$ cat src/rtl/calc_operand_sequencer.sv
// calc_operand_sequencer: captures two keypad digits as adder operands and
// registers the adder's sum/carry as a 5-bit result.  Rev 1.0
`default_nettype none

module calc_operand_sequencer (
  input  logic       Clk,
  input  logic       Rst,
  input  logic [3:0] Key,
  input  logic       KeyVld,
  input  logic       Clr,
  input  logic [3:0] SumIn,
  input  logic       CryIn,
  output logic [3:0] A,
  output logic [3:0] B,
  output logic [4:0] Res,
  output logic       ResVld,
  output logic       Err
);

  typedef enum logic [1:0] {
    S_A    = 2'd0,
    S_B    = 2'd1,
    S_ADD  = 2'd2,
    S_SHOW = 2'd3
  } state_t;

  state_t     state_q;
  logic       kprev_q;
  logic [3:0] a_q;
  logic [3:0] b_q;
  logic [4:0] res_q;
  logic       resvld_q;
  logic       err_q;

  logic       press;
  logic       key_ok;

  assign press  = KeyVld & ~kprev_q;
  assign key_ok = (Key <= 4'd9);

  always_ff @(posedge Clk) begin
    if (!Rst) begin
      state_q  <= S_A;
      kprev_q  <= 1'b1;
      a_q      <= 4'd0;
      b_q      <= 4'd0;
      res_q    <= 5'd0;
      resvld_q <= 1'b0;
      err_q    <= 1'b0;
    end else begin
      // Edge detector keeps running through Clr so a held key is not re-seen.
      kprev_q <= KeyVld;
      if (Clr) begin
        state_q  <= S_A;
        a_q      <= 4'd0;
        b_q      <= 4'd0;
        res_q    <= 5'd0;
        resvld_q <= 1'b0;
        err_q    <= 1'b0;
      end else begin
        case (state_q)
          S_A: begin
            if (press) begin
              if (key_ok) begin
                a_q     <= Key;
                b_q     <= 4'd0;
                err_q   <= 1'b0;
                state_q <= S_B;
              end else begin
                err_q <= 1'b1;
              end
            end
          end
          S_B: begin
            if (press) begin
              if (key_ok) begin
                b_q     <= Key;
                err_q   <= 1'b0;
                state_q <= S_ADD;
              end else begin
                err_q <= 1'b1;
              end
            end
          end
          S_ADD: begin
            // Operands have been stable a full cycle; adder output is settled.
            res_q    <= {CryIn, SumIn};
            resvld_q <= 1'b1;
            state_q  <= S_SHOW;
          end
          S_SHOW: begin
            if (press) begin
              if (key_ok) begin
                a_q      <= Key;
                b_q      <= 4'd0;
                resvld_q <= 1'b0;
                err_q    <= 1'b0;
                state_q  <= S_B;
              end else begin
                err_q <= 1'b1;
              end
            end
          end
          default: state_q <= S_A;
        endcase
      end
    end
  end

  assign A      = a_q;
  assign B      = b_q;
  assign Res    = res_q;
  assign ResVld = resvld_q;
  assign Err    = err_q;

endmodule

`default_nettype wire

$ cat config.mk
export PLATFORM = sky130hd
export DESIGN_NAME = calc_operand_sequencer
export DESIGN_NICKNAME = d
export VERILOG_FILES = /design/src/rtl/calc_operand_sequencer.sv
export SDC_FILE = /design/constraint.sdc
export NUM_CORES = 1
export LEC_CHECK = 0
export ABC_AREA = 1
export CAP_MARGIN = 20
export CORE_UTILIZATION = 40
export DETAILED_ROUTE_END_ITERATION = 10
export GPL_ROUTABILITY_DRIVEN = 0
export PLACE_DENSITY = 0.81
export SYNTH_ARGS = -nofsm -noshare
export SYNTH_HDL_FRONTEND = slang
export SYNTH_SLANG_ARGS = --single-unit
$ cat constraint.sdc
create_clock -name Clk -period 1.7 [get_ports Clk]
set_input_delay 0.51 -clock Clk [delete_from_list [all_inputs] [get_ports Clk]]
set_output_delay 0.51 -clock Clk [all_outputs]
set_load 0.005 [all_outputs]
==> results.md, run 1 <==
- Largest net degree at the start of global routing: 16
- R2r setup slk: 0.29 ns
- Slowest stage delay, CP: 0.51 ns
- Synth top cells by count: 28 x nand2_1, 18 x dfxtp_1, 17 x nor2_1
- First drt pass iteration count: 4
- Post-synth EDFFs: 0
- Die X: 47.0 µm
- Core ar.: 1820 µm²
- First-pass GRT wire length: 2560 µm
- Reg clk slew, reported paths: 0.09 ns
- Fillers: 174
- Async set-or-reset flop fraction in the synthesized netlist: 0%
- Clk buf depth: 2
- Worst Path Max Fanout: 2
- Worst slew margin: 81.8%
- Req. time, crit path: 1.19 ns
- Yosys warns: 0
- Yosys top cell area share: 44.4%
- Kind of critical path: register to output port
- Clock Skew: 0.00399 ns
- Vias in the first global route: 626
- Fin area: 1150 µm²
- Worst-Skew Late Latency: 0.28 ns
- DP HPWL: 1320 µm
- Worst setup EP type: output port
- Tot Pwr: 789 µW
- I/O pin count: 28
- Die Span Y: 47.0 µm
- Worst Reg2Reg Path Length in Cells: 7
- Slew @ Worst Pin: 0.273 ns
- Syn_nets: 124
- CP max stage cell: clkdlybuf4s50_1
- Hold Slack: 0.466 ns
- Most common cell in the synthesized netlist: nand2_1
- Cells after Synth: 108
- Crit-path cells: clkdlybuf4s50_1
- Non-Filler Instances: 165
- Start point of the critical path: Res[2]
- # DRC: 0
- DR vias/cell: 4.52
- Worst Hold Class: register to register
- Row Count: 15
- Post-synth top flop: dfxtp_1
- Setup crit start kind: register
- Cell taking the most area after synthesis: dfxtp_1
- Setup ws final: 0.0583 ns
- Initial Util: 44.5%
- Stages on worst setup path: 1
- Post-route clock period utilization: 96.6%
- Max-cap violations: 0
- Die ar.: 2210 µm²
- Seq/Total Area, Yosys: 44.4%
- DP Area: 1120 µm²
- Overflow after GRT: 0
- Layout Nets: 158
- #FFs+latches synth: 18
- VDD IR max: 601 µV
- Layout cells sized above 1: 12.9%
- Leak: 0.473 nW
- Gr usage total: 16.0%
- Remaining antenna violation count: 0
- Initial antenna violation count: 0
- Pre-CTS setup slack: -0.0157 ns
- CTS tree: yes
- Port Buffers: 27
- Final max-slew violation count: 0
- Clock root buffer: clkbuf_4
- Power density over cell area: 689 nW/µm²
- Dpl cells: 162
- H-tree Lvls: 1
- RSZ-0062 raised after global routing: false
- N_diodes: 0
- Via count: 746
- Worst setup endpoint: Res[2]
- Highest clock rate: 609 MHz
- Worst r2r src: state_q[0]
- Status: complete, no violations
- WP data arrival: 1.13 ns
- WL final: 1630 µm
- Hold Fails Final Rpt: 0
- Area Overhead vs Synth: 41.4%
- # clock sinks: 18
- WL per Instance: 9.90 µm
- Worst Path Buf+Inv: 1
- Avg Cell Area, Syn: 7.51 µm²
- FF-to-FF End: B[2]
- Final setup violation count: 0
- Cell family contributing the most delay on the critical path: buffers and inverters
- Flip-flop and latch area: 363 µm²
- Area occupied by multi-input gates: 372 µm²
- Cell Area, Synth: 811 µm²
- Area contributors post-synth: dfxtp_1 44%, nand2_1 13%, nor2_1 7.9%, inv_1 6.0%, a21oi_1 5.6%
- Cts bufs inserted: 3
- Tmin final: 1.64 ns
- DRT iter0 DRCs: 10
- Netlist cell types: 21
- Post-CTS setup buffer count: 0
==> final cells by class <==
class	instances	share of cell area (%)
Multi-Input combinational cell	73	32.4
Sequential cell	18	31.7
Timing Repair Buffer	31	26.2
Inverter	15	5.02
Tap cell	25	2.73
Clock buffer	3	1.97
==> what timing repair did <==
item	in CTS	in global routing
resized for setup	0	2
hold buffers	0	0
endpoints found under the setup margin	0	2
==> cell families (layout without fill, tap and decap cells) <==
| logic type | Yosys count | count (layout) | share of synthesized area, % |
|---|---|---|---|
| flops | 18 | 18 | 44.4 |
| compound gates | 15 | 15 | 10.5 |
| fa+ha+maj | 3 | 3 | 4.63 |
| buf+inv | 17 | 49 | 9.72 |
| simple gates | 55 | 55 | 30.7 |
==> flip-flops by register name, summed over array words and instances, names as in the netlist <==
name and cells:
B 4, A 4, state_q 2, kprev_q 1, Err 1, ResVld 1, Res 5
==> placed cells by master (no fill, tap or decap) <==
| cell type | n |
|---|---|
| a21oi_1 | 9 |
| o21ai_0 | 2 |
| nand2_1 | 28 |
| clkbuf_4 | 3 |
| nor2_2 | 1 |
| clkinv_2 | 1 |
| inv_2 | 1 |
| dfxtp_2 | 2 |
| nor2_1 | 17 |
| nor2_8 | 1 |
| o21ai_2 | 1 |
| nand2_2 | 1 |
| nand2_4 | 2 |
| inv_1 | 13 |
| dfxtp_1 | 16 |
| a21oi_2 | 1 |
| clkdlybuf4s50_1 | 27 |
| nor3_1 | 1 |
| o21ai_1 | 1 |
| o211ai_1 | 1 |
| buf_4 | 4 |
| ha_1 | 3 |
| nand3_1 | 4 |
==> how the worst min path moves through the flow <==
stage          endpoint  cells after the start    from  slack, ns
2_1_floorplan    Res[4]                      2  Res[4]       0.46
3_3_place_gp     Res[4]                      2  Res[4]       0.45
3_5_place_dp     Res[1]                      2  Res[1]       0.46
4_1_cts          Res[1]                      2  Res[1]       0.47
5_1_grt          Res[0]                      2  Res[0]       0.49
6_report         Res[0]                      2  Res[0]       0.47
==> routing by layer <==
layer | track usage [%] | wire length, µm
met5 | 0 | 0
met4 | 1.71 | 6
met3 | 3.46 | 56
met2 | 27.5 | 810
met1 | 21.5 | 760
==> through the flow <==
step,utilization [%],TNS (ns)
2_1_floorplan,-,0
3_3_place_gp,61.6,-0.0152
3_5_place_dp,61.6,-0.0182
4_1_cts,62.8,0
5_1_grt,63.0,0
6_report,63.0,0
==> power by group <==
group / internal (mW) / total [mW] / switching, mW
registers: 0.434 / 0.442 / 0.00748
clock network: 0.0821 / 0.202 / 0.120
logic: 0.0733 / 0.146 / 0.0727
Note: power is estimated with default switching activity, not from simulation.
==> run 2: changes to the inputs <==
--- a/config.mk
+++ b/config.mk
@@ -11,6 +11,7 @@
 export DETAILED_ROUTE_END_ITERATION = 10
 export GPL_ROUTABILITY_DRIVEN = 0
 export PLACE_DENSITY = 0.81
+export SETUP_SLACK_MARGIN = 0.4
 export SYNTH_ARGS = -nofsm -noshare
 export SYNTH_HDL_FRONTEND = slang
 export SYNTH_SLANG_ARGS = --single-unit
==> run 2 against run 1 <==
Net effect: worst hold slack got worse by 0.012 ns; sequential share of layout area increased by 0.17 points; largest cell class unchanged; core utilization increased by 2.7 points; critical path type is now input port to register; highest routed layer unchanged; maximum frequency increased by 31%; critical path depth increased by 6; clock power increased by 2%; die area unchanged; count of clock-buffer cells in the layout unchanged; cell count increased by 4.2%; final area increased by 4.3%; register-to-register slack improved by 0.18 ns.
==> results.md, run 2 (synthesis results as in run 1) <==
- Area Overhead vs Synth: 47.4%
- Setup ws final: 0.448 ns (+0.390 ns)
- Final max-slew violation count: 0 (unchanged)
- Largest net degree at the start of global routing: 16 (unchanged)
- # clock sinks: 18 (unchanged)
- Layout cells sized above 1: 42.9% (+30 points)
- Die Span Y: 47.0 µm (unchanged)
- Remaining antenna violation count: 0 (unchanged)
- Hold buffers post-CTS: 0 (unchanged)
- DP Area: 1120 µm² (unchanged)
- H-tree Lvls: 1 (unchanged)
- Row Count: 15 (unchanged)
- RSZ-0062 raised after global routing: false
- Worst Hold Class: input port to register
- Final setup violation count: 0 (unchanged)
- I/O pin count: 28 (unchanged)
- Die ar.: 2210 µm² (unchanged)
- WL final: 1890 µm (+16%)
- Commonest non-fill, non-tap cell in the layout: nand2_1
- Clk pwr share: 25.0% (-0.6 points)
- Port Buffers: 27 (unchanged)
- Start point of the critical path: Key[2]
- Setup crit start kind: input port
- Leak: 0.565 nW (+20%)
- Clock root buffer: clkbuf_4
- Vias in the first global route: 671 (+7.2%)
- Slew @ Worst Pin: 0.215 ns (-0.0579 ns)
- Worst Path Buf+Inv: 2 (+1)
- Clk buf depth: 2 (unchanged)
- Sw Share: 27.3% (+2.0 points)
- Status: complete, no violations
- WL per Instance: 11.0 µm (+11%)
- Worst r2r src: state_q[0]
- Worst setup endpoint: state_q[1]
- Internal power: 600 µW (+1.7%)
- First drt pass iteration count: 4 (unchanged)
- NetSw: 225 µW (+13%)
- WP data arrival: 1.43 ns (+0.30 ns)
- R2r setup slk: 0.47 ns (+0.18 ns)
- Leading cell types in the layout, fill and taps excluded: 28 x nand2_1, 16 x dfxtp_2, 15 x nor2_1, 15 x buf_2, 9 x inv_1
- Req. time, crit path: 1.88 ns (+0.69 ns)
- DR vias/cell: 4.53 (+0.30%)
- Initial Util: 44.5% (unchanged)
- Clock Skew: 0.00743 ns (+0.00344 ns)
- Sequential share of power: 53.8% (-2.2 points)
- Reg clk slew, reported paths: 0.09 ns (about the same)
- Max-cap violations: 0 (unchanged)
- Core ar.: 1820 µm² (unchanged)
- CTS tree: yes
- Worst Reg2Reg Path Length in Cells: 7 (unchanged)
- Highest clock rate: 799 MHz (+31%)
- FF-to-FF End: B[2]
- Number of flip-flops in the largest register: 5 (unchanged)
- Stages on worst setup path: 7 (+6)
- Power density over cell area: 690 nW/µm² (+0.21%)
- DP HPWL: 1320 µm (unchanged)
- Fin area: 1190 µm² (+4.3%)
- Combinational Power Share: 21.3% (+2.8 points)
- Overflow after GRT: 0 (unchanged)
- Setup_tns: 0 ns (unchanged)
- Cell family contributing the most delay on the critical path: simple AND/OR/NAND/NOR gates
- Post-route clock period utilization: 73.6% (-23 points)
- Worst-Skew Late Latency: 0.29 ns (about the same)
- Via count: 780 (+4.6%)
- Slowest stage delay, CP: 0.25 ns (-0.26 ns)
- Initial antenna violation count: 0 (unchanged)
- Cts bufs inserted: 3 (unchanged)
- Tmin final: 1.25 ns (-0.390 ns)
- CP max stage cell: dlygate4sd2_1
- Crit-path cells: dlygate4sd2_1 > o21ai_2 > nand2_4 > nor2_8 > nor2_1 > o21ai_1 > inv_1
- Kind of critical path: input port to register
- Hold Fails Final Rpt: 0 (unchanged)
- Gr usage total: 18.3% (+2.2 points)
- Worst setup EP type: register
- VDD IR max: 606 µV (+0.68%)
- First-pass GRT wire length: 2880 µm (+13%)
- # DRC: 0 (unchanged)
- N_diodes: 0 (unchanged)
- Worst slew margin: 85.6% (+3.8 points)
- Layout Nets: 165 (+4.4%)
- Hold Path Depth: 2 (unchanged)
- DRT iter0 DRCs: 6 (-4)
- Die X: 47.0 µm (unchanged)
- Worst Path Max Fanout: 6 (+4)
- Pre-CTS setup slack: -0.0157 ns (unchanged)
-- run 2: changes by cell type in the layout (fill, tap and decap cells not counted), sizes merged --
cell | before | now
buf | 4 | 23
dlymetal6s2s | 0 | 1
clkdlybuf4s50 | 27 | 7
nor2 | 19 | 20
dlygate4sd2 | 0 | 4
nand2 | 31 | 32
clkbuf | 3 | 4
-- run 2: layout make-up --
type                            count  area, µm²
Clock buffer                        3       22.5
Fill cell                         158        626
Inverter                           15       67.6
Multi-Input combinational cell     75        435
Sequential cell                    18        380
Tap cell                           25       31.3
Timing Repair Buffer               36        258
-- run 2: how the worst min path moves through the flow --
stage          slack, ns   start      end
2_1_floorplan       0.46  Res[4]   Res[4]
3_3_place_gp        0.45  Res[4]   Res[4]
3_5_place_dp        0.46  Res[1]   Res[1]
4_1_cts             0.46  Res[1]   Res[1]
5_1_grt             0.46     Rst  kprev_q
6_report            0.45     Rst  kprev_q
-- run 2: power by group through the flow --
| stage | sequential (mW) | clock [mW] | combinational [mW] |
|---|---|---|---|
| 2_1_floorplan | 0.451 | 0 | 0.0806 |
| 3_3_place_gp | 0.451 | 0 | 0.141 |
| 3_5_place_dp | 0.451 | 0 | 0.146 |
| 4_1_cts | 0.443 | 0.209 | 0.156 |
| 5_1_grt | 0.446 | 0.227 | 0.194 |
| 6_report | 0.444 | 0.206 | 0.175 |
-- run 2: worst register-to-register path: stages (launching register included) --
cell	delay, ns
dfxtp_2	0.37
inv_2	0.05
ha_4	0.28
inv_8	0.05
nand2_4	0.09
nand2_4	0.07
a21oi_1	0.14
nor2_1	0.07
-- run 2: timing repair --
action / 4_1_cts / 5_1_grt
cloned: 2 / 1
resized for setup: 85 / 13
buffers inserted: 3 / 1
pin swaps: 4 / 3
endpoints found under the setup margin: 26 / 12
-- run 2: per-stage QoR --
stage          hold WS [ns]  std cells  total power, mW  utilization (%)
5_1_grt               0.456        172            0.866             65.6
3_5_place_dp          0.455        162            0.597             61.6
4_1_cts               0.465        170            0.808             63.5
6_report              0.454        172            0.825             65.6
2_1_floorplan         0.455        108            0.532                -
3_3_place_gp          0.451        162            0.592             61.6
-- run 2: routing by layer --
layer	global-route usage (%)	routed length [µm]	vias up
met2	31.7	962	15
met5	0	0	-
li1	-	-	414
met1	23.6	826	347
met4	3.43	22	0
met3	3.85	78	4
